--- src/rtl/spi_control_fsm_pkg.sv ---
// Shared definitions for the SPI slave control FSM: state encoding,
// R/W bit position and bit-counter width.
package spi_control_fsm_pkg;

   typedef enum logic [2:0] {
      ST_IDLE         = 3'd0,
      ST_GET_ADDR     = 3'd1,
      ST_GOT_ADDR     = 3'd2,
      ST_READ_LOAD    = 3'd3,
      ST_READ_SHIFT   = 3'd4,
      ST_WRITE_RECV   = 3'd5,
      ST_WRITE_COMMIT = 3'd6,
      ST_DONE         = 3'd7
   } state_e;

   localparam int unsigned RW_BIT = 0;
   localparam int unsigned CNT_W  = 4;

   // States in which SCLK edges advance the bit counter.
   function automatic logic is_counting(input state_e s);
      return (s == ST_GET_ADDR) || (s == ST_READ_SHIFT) || (s == ST_WRITE_RECV);
   endfunction

endpackage

--- src/rtl/spi_control_fsm_edge_counter.sv ---
// Bit counter for SCLK edges; clear has priority over enable.
module edge_counter #(
   parameter int unsigned W = 4
) (
   input  logic         clk,
   input  logic         reset,
   input  logic         clear,
   input  logic         enable,
   output logic [W-1:0] count
);

   logic [W-1:0] count_q;

   always_ff @(posedge clk) begin
      if (reset || clear) begin
         count_q <= '0;
      end else if (enable) begin
         count_q <= count_q + 1'b1;
      end
   end

   assign count = count_q;

endmodule

--- src/rtl/spi_control_fsm.sv ---
// SPI slave control FSM: receives an address/RW byte, then either
// streams a read byte out or collects and commits a write byte.
module spi_control_fsm
   import spi_control_fsm_pkg::*;
#(
   parameter int unsigned width = 8
) (
   input  logic             clk,
   input  logic             reset,
   input  logic             csConditioned,
   input  logic             peripheralClkEdge,
   input  logic [width-1:0] shiftRegDataIn,
   output logic             parallelLoad,
   output logic [width-2:0] address,
   output logic             dmWriteEnable,
   output logic             misoBufferEnable,
   output logic             busy
);

   state_e             state_q, state_d;
   logic [CNT_W-1:0]   bit_count;
   logic               cnt_full;
   logic               rw_q;
   logic [width-2:0]   address_q;
   logic               pl_q, dm_q, miso_q, busy_q;

   edge_counter #(.W(CNT_W)) u_edge_counter (
      .clk    (clk),
      .reset  (reset),
      .clear  (state_d != state_q),
      .enable (peripheralClkEdge && is_counting(state_q)),
      .count  (bit_count)
   );

   assign cnt_full = (bit_count == CNT_W'(width));

   // CS release wins over every other transition, including a final edge.
   always_comb begin
      state_d = state_q;
      if (state_q != ST_IDLE && csConditioned) begin
         state_d = ST_IDLE;
      end else begin
         case (state_q)
            ST_IDLE:         if (!csConditioned) state_d = ST_GET_ADDR;
            ST_GET_ADDR:     if (cnt_full) state_d = ST_GOT_ADDR;
            ST_GOT_ADDR:     state_d = rw_q ? ST_READ_LOAD : ST_WRITE_RECV;
            ST_READ_LOAD:    state_d = ST_READ_SHIFT;
            ST_READ_SHIFT:   if (cnt_full) state_d = ST_DONE;
            ST_WRITE_RECV:   if (cnt_full) state_d = ST_WRITE_COMMIT;
            ST_WRITE_COMMIT: state_d = ST_DONE;
            ST_DONE:         state_d = ST_DONE;
            default:         state_d = ST_IDLE;
         endcase
      end
   end

   // Address/RW are captured on the edge entering GOT_ADDR so they are
   // stable throughout GOT_ADDR and steer its exit.
   always_ff @(posedge clk) begin
      if (reset) begin
         state_q   <= ST_IDLE;
         address_q <= '0;
         rw_q      <= 1'b0;
         pl_q      <= 1'b0;
         dm_q      <= 1'b0;
         miso_q    <= 1'b0;
         busy_q    <= 1'b0;
      end else begin
         state_q <= state_d;
         pl_q    <= (state_d == ST_READ_LOAD);
         dm_q    <= (state_d == ST_WRITE_COMMIT);
         miso_q  <= (state_d == ST_READ_SHIFT);
         busy_q  <= (state_d != ST_IDLE);
         if (state_q == ST_GET_ADDR && state_d == ST_GOT_ADDR) begin
            address_q <= shiftRegDataIn[width-1:1];
            rw_q      <= shiftRegDataIn[RW_BIT];
         end
      end
   end

   assign parallelLoad     = pl_q;
   assign dmWriteEnable    = dm_q;
   assign misoBufferEnable = miso_q;
   assign busy             = busy_q;
   assign address          = address_q;

endmodule

--- config.mk ---
export PLATFORM = sky130hd
export DESIGN_NAME = spi_control_fsm
export DESIGN_NICKNAME = d
export VERILOG_FILES = /design/src/rtl/spi_control_fsm_pkg.sv /design/src/rtl/spi_control_fsm_edge_counter.sv /design/src/rtl/spi_control_fsm.sv
export SDC_FILE = /design/constraint.sdc
export NUM_CORES = 1
export LEC_CHECK = 0
export ABC_CLOCK_PERIOD_IN_PS = 3700
export BUFFER_PORTS_ARGS = -buffer_cell sky130_fd_sc_hd__buf_2
export CORE_ASPECT_RATIO = 1.25
export CORE_UTILIZATION = 28
export DETAILED_ROUTE_END_ITERATION = 10
export PLACE_DENSITY_LB_ADDON = 0.3
export SETUP_SLACK_MARGIN = 0.5
export SLEW_MARGIN = 30
export SYNTH_ARGS = -nofsm -noshare
export SYNTH_HDL_FRONTEND = slang
export SYNTH_SLANG_ARGS = --single-unit
--- constraint.sdc ---
create_clock -name clk -period 3.7 [get_ports clk]
set_input_delay 0.74 -clock clk [delete_from_list [all_inputs] [get_ports clk]]
set_output_delay 0.74 -clock clk [all_outputs]
set_load 0.02 [all_outputs]
==> results.toml <==
[cts]
postCtsSetupBuffers = 0
cts_tree = "built"
cts_num_sinks = 19
cts_buffers = 3
root_buffer = "clkbuf_4"
cts_resized = 0
cts_buffer_depth = 2
clkSlewWorstSetupHoldPaths_ns = 0.11
h-tree-depth = 1
clkLatencyLatePin_ns = 0.30
cts_hold_buf = 0

[global_route]
grt_first_pass_wirelength_mm = 2.68
grt_max_degree = 14
overflow = 0
grt_usage_pct = 10.7
antenna_found_initial = 0
grt_pass1_vias = 666

[placed_design]
post_dp_cell_area_sq_um = 1000
routabilityCongestion = 0.702
io_buffers = 22
dp_hpwl_mm = 1.20

[synth]
ys_warn_count = 0
yosys.area_share.simple_pct = 25.5
synth_mux_area_share_pct = 11.3
syn_area_sq_um = 882
ys_seq_area_share_pct = 43.1
synth_compound_area_share_pct = 8.23
synthFlopType = "dfxtp_1"
synth-xor-area-share_pct = 2.98
synth_nets = 102
ys_ff_latch = 19
synth_edf_count = 0
synth_top_family_by_area = "simple AND/OR/NAND/NOR gates"
netlist_instances = 88
synth_adder_area_share_pct = 2.84
synth_area_per_cell_sq_um = 10.0
synthArstFlopShare_pct = 0
synth_cell_type_count = 31

[critical_path]
worstPathArrival_ns = 0.82
slowest_stage = "dfxtp_1"
r2r_cells = 6
critPathBufInv = 1
r2r_end = "address[3]$_SDFFE_PP0P_"
worstPathRequired_ns = 2.96
crit_chain = "buf_2"
cp_max_fo = 2
path_delay_family = "flip-flops"
rr_startpoint = "u_edge_counter.count[0]$_SDFFE_PP0P_"
end_kind = "primary output"
r2r_setup_slack_ns = 2.14
startpoint_type = "flip-flop"
slowest_delay_ns = 0.36
setup.worst_path.class = "flip-flop to primary output"
cp.depth = 1

[die]
die_x_um = 52.2
rows = 22
dieArea_sq_um = 3380
initial_core_util_pct = 29.7
dieHeight_um = 64.8
ioPinCount = 23
core_area_sq_um = 2970

[sta]
setup-tns-final_ns = 0
finalHoldViolations = 0
fin_worst_skew_ns = 0.00657
rsz0062_at_grt = "no"
min_period_over_period_pct = 42.2
setup_viol = 0
finalMaxSlewViolations = 0
relSlewSlack_pct = 63.9
fmax_mhz = 640
whs_ns = 0.503
max_slew.worst_pin.slew_ns = 0.541
min_period_ns = 1.56

[worst_hold_path]
holdCritPathClass = "flip-flop to flip-flop"
min_to = "address[6]$_SDFFE_PP0P_"
hp-start = "address[6]$_SDFFE_PP0P_"
whs_path_depth = 2

[layout]
final_util_pct = 34.6
final_common_cell = "buf_2"
layout_common_cells = "buf_2 (22), dfxtp_1 (19), nor2_1 (18)"
final_nets = 124
syn_to_final_growth_pct = 16.5
drive_gt1_share_pct = 33.0
postLayoutCellArea_sq_um = 1030
fill_cells = 324
diodes = 0

[routing]
drtPass1Iterations = 2
detail-route-antenna-nets = 0
drc = 0
vias = 658
drt_iter0_markers = 1
avgViaCountPerCell = 4.54
wirelength_mm = 1.54
post_drt_wl_per_cell_um = 10.6

[power_and_ir_drop]
power_density_nw_per_um2 = 325
max-vdd-ir-drop_mv = 0.189
total_leakage_power_nw = 0.488
total_power_uw = 334

[run_status]
status = "complete, no violations"

[job]
cap_violations = 0
## cells by family (layout without fill, tap and decap cells)
family	count (synthesis)	in the layout
XOR/XNOR	3	3
AO/OA/AOI/OAI	9	9
multiplexers	10	10
adder cells (fa/ha/maj)	2	2
flip-flops	19	19
buffers and inverters	9	30
AND/OR/NAND/NOR	36	36
## cell type report
class                   count  area, sq um  share of cell area (%)
multi-input cells          60          449                    43.7
flip-flops and latches     19          380                    37.0
repair buffers             22          110                    10.7
well taps                  36         45.0                    4.38
clock buffers               3         22.5                    2.19
inverters                   4         15.0                    1.46
clock inverters             1         5.00                   0.487
## Yosys cell counts, types with 2 or more instances
library cell	n	area, sq um
dfxtp_1	19	380
nor2_1	18	67.6
mux2i_1	10	100
a21oi_1	3	15.0
buf_2	3	15.0
xnor2_1	3	26.3
buf_6	2	22.5
ha_1	2	25.0
inv_1	2	7.51
inv_2	2	7.51
nand2_1	2	7.51
nand3_1	2	10.0
nor3_1	2	10.0
## worst max-delay path by stage
stage / start / end / slack, ns
after global placement: reset / u_edge_counter.count[0]$_SDFFE_PP0P_ / 2.03
after global routing: u_edge_counter.count[0]$_SDFFE_PP0P_ / address[3]$_SDFFE_PP0P_ / 1.99
after floorplan: reset / u_edge_counter.count[0]$_SDFFE_PP0P_ / 2.16
after detailed placement: reset / u_edge_counter.count[2]$_SDFFE_PP0P_ / 2.02
final: address[2]$_SDFFE_PP0P_ / address[2] / 2.14
after CTS: u_edge_counter.count[0]$_SDFFE_PP0P_ / address[3]$_SDFFE_PP0P_ / 2.12
## flip-flops by register name, indices dropped and copies added (netlist names)
register / flops
parallelLoad: 1
address: 7
dmWriteEnable: 1
busy: 1
misoBufferEnable: 1
state_q: 3
u_edge_counter.count: 4
rw_q: 1
## per-stage QoR
stage / setup WS (ns) / cells
2_1_floorplan: 2.16 / 88
3_3_place_gp: 2.03 / 141
3_5_place_dp: 2.02 / 141
4_1_cts: 2.12 / 145
5_1_grt: 1.99 / 145
6_report: 2.14 / 145
## layer usage
layer  vias to the layer above  share of wire, %  track usage [%]
met5                         -                 0                0
met4                         0               2.1             5.92
met3                         4               4.7             2.35
met2                        21                49             18.8
met1                       298                44             11.4
li1                        335                 -                -
## power by group
part           total [mW]  switching, mW  leakage, nW  internal, mW
Sequential          0.208        0.00198        0.154         0.206
Clock               0.104         0.0634       0.0177        0.0403
Combinational      0.0220         0.0117        0.316        0.0104
Total               0.334         0.0770        0.488         0.257
Note: power is estimated with default switching activity, not from simulation.
